**src/rtl/mux_opa.sv**
```systemverilog
// ALU operand-A selector: combinational 3-way mux plus a registered copy and a sticky illegal-select flag.
// Optional operand forwarding on the rs1 leg is enabled by defining MUX_OPA_FWD_EN.
module mux_opa #(
  parameter int unsigned XLEN = 32
) (
  input  logic            clk,
  input  logic            reset,
  input  logic [1:0]      io_opa_sel,
  input  logic [XLEN-1:0] io_opa_rsa,
  input  logic [XLEN-1:0] io_opa_imz,
  input  logic [XLEN-1:0] io_opa_imu,
`ifdef MUX_OPA_FWD_EN
  input  logic            io_opa_fwd_vld,
  input  logic [XLEN-1:0] io_opa_fwd_data,
`endif
  output logic [XLEN-1:0] io_opa_alu_in,
  output logic [XLEN-1:0] io_opa_alu_in_q,
  output logic            io_opa_sel_err
);

  typedef enum logic [1:0] {
    SEL_RSA = 2'd0,
    SEL_IMZ = 2'd1,
    SEL_IMU = 2'd2,
    SEL_ILL = 2'd3
  } opa_sel_e;

  opa_sel_e        sel;
  logic [XLEN-1:0] rs_val;

  assign sel = opa_sel_e'(io_opa_sel);

`ifdef MUX_OPA_FWD_EN
  // Bypass from a later stage only replaces the register-file leg.
  assign rs_val = io_opa_fwd_vld ? io_opa_fwd_data : io_opa_rsa;
`else
  assign rs_val = io_opa_rsa;
`endif

  always_comb begin
    io_opa_alu_in = '0;
    case (sel)
      SEL_RSA: io_opa_alu_in = rs_val;
      SEL_IMZ: io_opa_alu_in = io_opa_imz;
      SEL_IMU: io_opa_alu_in = io_opa_imu;
      default: io_opa_alu_in = '0;
    endcase
  end

  always_ff @(posedge clk or posedge reset) begin
    if (reset) begin
      io_opa_alu_in_q <= '0;
      io_opa_sel_err  <= 1'b0;
    end else begin
      io_opa_alu_in_q <= io_opa_alu_in;
      if (sel == SEL_ILL) begin
        io_opa_sel_err <= 1'b1;
      end
    end
  end

endmodule

```
**config.mk**
```make
export PLATFORM = sky130hd
export DESIGN_NAME = mux_opa
export DESIGN_NICKNAME = d
export VERILOG_FILES = /design/src/rtl/mux_opa.sv
export SDC_FILE = /design/constraint.sdc
export NUM_CORES = 1
export LEC_CHECK = 0
export CAP_MARGIN = 20
export CORE_AREA = 2 2 63 65
export CTS_CLUSTER_DIAMETER = 120
export CTS_CLUSTER_SIZE = 28
export DETAILED_ROUTE_END_ITERATION = 12
export DIE_AREA = 0 0 65 67
export DONT_BUFFER_PORTS = 1
export PLACE_DENSITY = 0.74
export SLEW_MARGIN = 30
export SYNTH_ARGS = -nofsm -noshare
export SYNTH_HDL_FRONTEND = slang
export SYNTH_SLANG_ARGS = --single-unit
```
**constraint.sdc**
```tcl
create_clock -name clk -period 1.65 [get_ports clk]
set_input_delay 0.165 -clock clk [delete_from_list [all_inputs] [get_ports clk]]
set_output_delay 0.165 -clock clk [all_outputs]
set_load 0.01 [all_outputs]
```
======== Word-level counts from Yosys, hierarchy flattened ========
Cells that the tools add are included.
word-level totals
  flip-flop bits (word level) ............. 33
  output and inout bits ................... 65
cells by class
  muxes and demuxes ....................... 1
  reductions and logical operators ........ 1
  eq/ne operators ......................... 3
operators with widths
  cell                count
  $pmux 32 s3         1
  $eq 2x2->1 const B  2
  $eq 2x1->1 const B  1
  $logic_not 2->1     1

======== Depth between registers and ports, before layout ========
  word-level depth ........................ 2
  mapped depth ............................ 5
  mapped depth without buffers ............ 2

======== Worst setup path before layout ========
Ideal clock, no wire load.
  path type ............................... input port to output port
  start ................................... input port io_opa_sel[0]
  end ..................................... output port io_opa_alu_in[0]
  stages on the path ...................... 5
  path buffers ............................ 3
  arrival ................................. 0.781 ns
  path slack .............................. 0.704 ns
  cell sequence ........................... buf_6 > nor2b_4 > buf_6 > buf_12 > o2bb2ai_2
between the ends
  word-level cells in the longest chain between the ends .. 2
  elaborated cells on any way between the ends .. 4
  those cells by class .................... eq/ne: 2; mux: 1; reduce/logical: 1
ends and longest elaborated chain
  element                             RTL line  RTL
  start, declared                     8         input logic [1:0] io_opa_sel,
  $eq 2x2->1 (tied with other cells)  42        case (sel)
  $pmux 32 s3 (*)                     42
  end, declared                       16        output logic [XLEN-1:0] io_opa_alu_in,
Mark *: on every way between the ends. The rest lies on a longest branch, timed or not.

======== Worst setup path in the final report ========
  start ................................... input port io_opa_sel[0]
  end ..................................... output port io_opa_alu_in[31]
The elaborated chain is that of the path after synthesis.

==> impl_metrics.csv <==
group,metric,value,unit
drt,postRouteAntennaNets,0,
power_and_ir_drop,power_leakage,0.000805,uW
drt,drt_first_pass_iters,4,
die,die_x,65,um
logic_synthesis,avgSynthCellArea,15.9,um^2
worst_setup_path,crit_slowest_cell,"dlygate4sd3_1",
logic_synthesis,synth_nets,212,
sta,tightest_slew,0.432,ns
sta,fmax,794,MHz
global_route,gr-usage-all-layers,18.3,%
drt,vias_per_cell,6.28,
sta,whs,0.0113,ns
clock_network,cts.clk_slew.worst_paths,0.07,ns
die,die-area,4360,um^2
job,cap_viol_max_count,0,
worst_setup_path,crit_chain,"dlygate4sd3_1, o2bb2ai_2",
finish,final_common_cell,"dfrtp_1",
clock_network,cts_inserted_buffers,5,
global_route,grt_max_degree,35,
global_route,grt_first_pass_wirelength,5.81,mm
die,initial_core_util,49.4,%
drt,drtIter0Drc,60,
sta,finalHoldViolations,0,
global_route,grt-ovfl-total,0,
worst_setup_path,crit_arrival,1.09,ns
worst_setup_path,crit_type,"in -> out",
worst_setup_path,cp_data_required_time,1.48,ns
clock_network,cts_max_path_buffers,2,
finish,drive_gt1_share,36.8,%
finish,antenna_cells,0,
status,status,"finished, final reports clean",
sta,skew,0,ns
worst_setup_path,critPathMaxFanout,29,
die,die_h,67,um
die,coreArea,3610,um^2
worst_setup_path,worstSetupEndpointType,"output port",
power_and_ir_drop,ir_drop,0.000442,V
logic_synthesis,synth_cell_type_count,10,
logic_synthesis,synth_area,1780,um^2
placed_design,hpwl,3.24,mm
placed_design,placedCellCount,151,
die,num_rows,22,
clock_network,cts_resized,0,
min_path,hold_path.class,"in -> reg",
logic_synthesis,ys_seq_area_share,46.3,%
logic_synthesis,synth_area_leaders,"dfrtp_1, o2bb2ai_2, mux2i_1, buf_6, buf_12",
sta,slew_violations,0,
logic_synthesis,postSynthCellCount,112,
placed_design,io_buffers,0,
worst_setup_path,worstSetupStartpointType,"input pin",
worst_setup_path,slowest_delay,0.67,ns
sta,rsz0062_at_grt,"false",
clock_network,tritoncts,"done",
sta,slew_headroom,71.2,%
global_route,grt_antenna_before_repair,0,
power_and_ir_drop,p_per_area,992,nW/um^2
drt,vias,1017,
finish,area_delta_synth_final,4.71,%
worst_setup_path,crit_family,"buffers and inverters",
logic_synthesis,yosysTopAreaCellShare,46.3,%
global_route,grt_pass1_vias,1019,
logic_synthesis,synth_warnings,0,
sta,setup_viol,0,
logic_synthesis,yosysTopAreaCell,"dfrtp_1",
clock_network,cts_sinks,33,
logic_synthesis,ys_ff_latch,33,
sta,fin_crit_sh,76.3,%
sta,timing.setup.tns,0,ns
clock_network,worst_skew_pair.late_latency,0.28,ns
drt,wl_per_cell,26.8,um
sta,min_period,1.26,ns
finish,final_cell_mix,"dfrtp_1, mux2i_1, o2bb2ai_2",
clock_network,cts-root-buf,"clkbuf_8",
drt,drc,0,
finish,fin_cells,162,
die,io_pins,165,
worst_setup_path,path_buf_inv,1,
drt,routed_wl,4.34,mm
clock_network,cts_htree_levels,2,
finish,final_nets,213,
placed_design,globalplace.congestion,0.748,
==> path summary, 6_finish.rpt <==
kind / cells past startpoint / endpoint / startpoint / slack, ns
max reg2reg: 1 / io_opa_sel_err / io_opa_sel_err / 0.96
min in group asynchronous: 3 / io_opa_alu_in_q[26] / reset / 0.43
min reg2reg: 1 / io_opa_sel_err / io_opa_sel_err / 0.53
max: 2 / io_opa_alu_in[31] / io_opa_sel[0] / 0.39
max in group asynchronous: 3 / io_opa_alu_in_q[7] / reset / 0.90
min: 1 / io_opa_alu_in_q[25] / io_opa_sel[0] / 0.01
==> timing repair <==
item | CTS | global route
hold endpoints to repair | 36 | 4
hold buffers | 2 | 1
buffers inserted | 0 | 0
==> cell usage after synthesis <==
cell        n
a21o_1      1
buf_12      3
buf_2       3
buf_6       6
dfrtp_1    33
inv_1       1
mux2i_1    32
nor2b_4     1
o2bb2ai_1   2
o2bb2ai_2  30
==> routing by layer <==
layer	global-route usage, %	up-vias	wire length (um)
met5	0	-	0
met4	5.85	0	36
met3	7.77	4	456
met2	33.2	76	2460
met1	19.1	511	1390
li1	-	426	-
==> kinds of logic (layout without fill, tap and decap cells) <==
| group | Yosys count | count (layout) | share of synthesized area (%) |
|---|---|---|---|
| muxes | 32 | 32 | 18.0 |
| and+or+nand+nor | 1 | 1 | 0.772 |
| DFF | 33 | 33 | 46.3 |
| AOI/OAI and AO/OA | 33 | 33 | 26.7 |
| buffers and inverters | 13 | 15 | 8.22 |
==> flip-flops by register name, summed over array words and instances, names as in the netlist <==
name and flops:
io_opa_sel_err 1, io_opa_alu_in_q 32
==> layout make-up <==
type | instances | area (um^2)
Fill cell | 319 | 1740
Clock inverter | 1 | 5.00
Sequential cell | 33 | 826
Clock buffer | 7 | 96.3
Inverter | 1 | 3.75
Multi-Input combinational cell | 66 | 810
Timing Repair Buffer | 6 | 65.1
Tap cell | 48 | 60.1
==> report_power, final <==
group	internal (uW)	switching, uW	total, uW
Combinational	107	149	256
Clock	377	278	655
Sequential	876	65.2	941
==> metrics by stage <==
| stage | utilization (%) | power (uW) | worst slack (ns) | instance area, um^2 |
|---|---|---|---|---|
| global route | 51.7 | 1940 | 0.359 | 1870 |
| global placement | 48.1 | 1190 | 0.584 | 1730 |
| floorplan | - | 1220 | 0.704 | 1780 |
| CTS | 51.5 | 1870 | 0.496 | 1860 |
| finish | 51.7 | 1850 | 0.390 | 1870 |
| detailed placement | 48.1 | 1210 | 0.540 | 1730 |
Power figures use the tool's default switching activity.
==> RTL edit, RTL diff (same settings) <==
Put one more register stage on the output `io_opa_alu_in_q`, with the module's reset. The value now appears one clock later. The other outputs are not delayed to match.
--- a/src/rtl/mux_opa.sv
+++ b/src/rtl/mux_opa.sv
@@ -25,6 +25,8 @@
     SEL_ILL = 2'd3
   } opa_sel_e;
 
+  logic [XLEN-1:0] io_opa_alu_in_q_s0;
+
   opa_sel_e        sel;
   logic [XLEN-1:0] rs_val;
 
@@ -49,15 +51,23 @@
 
   always_ff @(posedge clk or posedge reset) begin
     if (reset) begin
-      io_opa_alu_in_q <= '0;
+      io_opa_alu_in_q_s0 <= '0;
       io_opa_sel_err  <= 1'b0;
     end else begin
-      io_opa_alu_in_q <= io_opa_alu_in;
+      io_opa_alu_in_q_s0 <= io_opa_alu_in;
       if (sel == SEL_ILL) begin
         io_opa_sel_err <= 1'b1;
       end
     end
   end
 
+  always_ff @(posedge clk or posedge reset) begin
+    if (reset) begin
+      io_opa_alu_in_q <= '0;
+    end else begin
+      io_opa_alu_in_q <= io_opa_alu_in_q_s0;
+    end
+  end
+
 endmodule
 
Formal check against the unedited RTL: not equivalent (Yosys sat finds a counterexample within 4 cycles, from zero or initial values and one cycle with reset high).
==> RTL edit against the original RTL <==
  * Count of clock-buffer cells in the layout rose by 7
  * Power rose by 89%
  * Highest routed layer unchanged
  * Clock power rose by 110%
  * Critical path depth rose by 2
  * Worst setup slack improved by 140 ps
  * Utilization rose by 29 points
  * Largest cell class unchanged
  * Cell area rose by 56%
  * Sequential share of layout area rose by 12 points
  * Wire length rose by 23%
  * Sequential cell count rose by 32
  * Critical endpoint is now io_opa_alu_in_q_s0[20]
  * Area after synthesis rose by 45%
==> RTL edit: results (changes against the original RTL) <==
Run status
  – Outcome: finished clean

Placement
  – DP Area: 0.00254 mm^2 (+46%)
  – Inst Count DP: 183 (+21%)
  – Setup WS pre-CTS: 664 ps (+123 ps)

Yosys
  – Top cells by count, synth: dfrtp_1 (65), mux2i_1 (32), o2bb2ai_2 (30)
  – Yosys top cell area share: 63.0% (+17 points)
  – Seq/Total Area, Yosys: 63.0% (+17 points)
  – Gate Count Post-Synth: 144 (+29%)
  – Syn_nets: 244 (+15%)
  – Post-synthesis compound-gate area fraction: 18.4% (-8.3 points)
  – Mux contribution to synthesized area: 12.4% (-5.6 points)
  – Ranking of synthesized cells by area: dfrtp_1 (63%), o2bb2ai_2 (17%), mux2i_1 (12%)

Timing
  – Max_slew headroom: 63.5% (-7.8 points)
  – Post-layout minimum cycle time: 1110 ps (-145 ps)

GRT
  – Vias in the first global route: 1408 (+38%)
  – Largest net degree at the start of global routing: 41 (+17%)
  – Total track usage: 25.1% (+6.8 points)

Hold path
  – HP Start: io_opa_imu[29]

Setup path
  – CP startpoint: io_opa_sel[1]

Route
  – First drt pass iteration count: 2 (-2)
  – Drt initial violations: 111 (+85%)
  – Final WL: 5350 um (+23%)
  – Vias per inst: 6.23 (-0.72%)

CTS
  – CTS Hold Bufs: 7 (+5)
  – Htree depth: 3 (+1)

Power
  – Total leakage power: 1.31 nW (+63%)
  – VDD IR-drop max: 0.973 mV (+120%)

Cells and area
  – Fill cells: 184 (-42%)
  – # nets final: 262 (+23%)
==> RTL edit: cell count changes after synthesis <==
cell,unedited run,this run
dfrtp_1,33,65
==> RTL edit: logic make-up after synthesis <==
| family | Yosys count |
|---|---|
| compound gates | 33 |
| buf+inv | 13 |
| mux | 32 |
| flops | 65 |
| simple gates | 1 |
==> RTL edit: worst min-delay path by stage <==
stage | to | cells after the start
floorplan | io_opa_alu_in_q[0] | 1
global placement | io_opa_alu_in_q[12] | 1
detailed placement | io_opa_alu_in_q[15] | 1
CTS | io_opa_alu_in_q_s0[29] | 1
global route | io_opa_alu_in_q_s0[10] | 1
finish | io_opa_alu_in_q_s0[29] | 1
==> RTL edit: report_power, final <==
| group | internal [mW] | switching (mW) |
|---|---|---|
| sequential | 1.73 | 0.0834 |
| clock | 0.821 | 0.547 |
| combinational | 0.131 | 0.190 |
| total | 2.68 | 0.820 |
==> RTL edit: layout make-up <==
class                      instances  area [um^2]  area share [%]
inverter                           1         7.51           0.257
clock buffer                      14          173            5.92
multi-input combinational         66          810            27.8
tap                               48         60.1            2.06
sequential                        65         1630            55.8
timing repair buffer              19          205            7.04
clock inverter                     2         35.0            1.20
==> RTL edit: critical path, stage by stage <==
cell           delay (ps)
nor2b_4               120
buf_4                 320
o2bb2ai_2             180
dlygate4sd3_1         590
==> RTL edit: layer usage <==
layer / part of all wire (%) / vias to the layer above / routed length, um / global-route usage (%)
met4: 1.3 / 0 / 72 / 10.4
met5: 0 / - / 0 / 0
li1: - / 562 / - / -
met2: 51 / 102 / 2760 / 39.7
met3: 12 / 9 / 625 / 13.2
met1: 35 / 667 / 1900 / 28.8
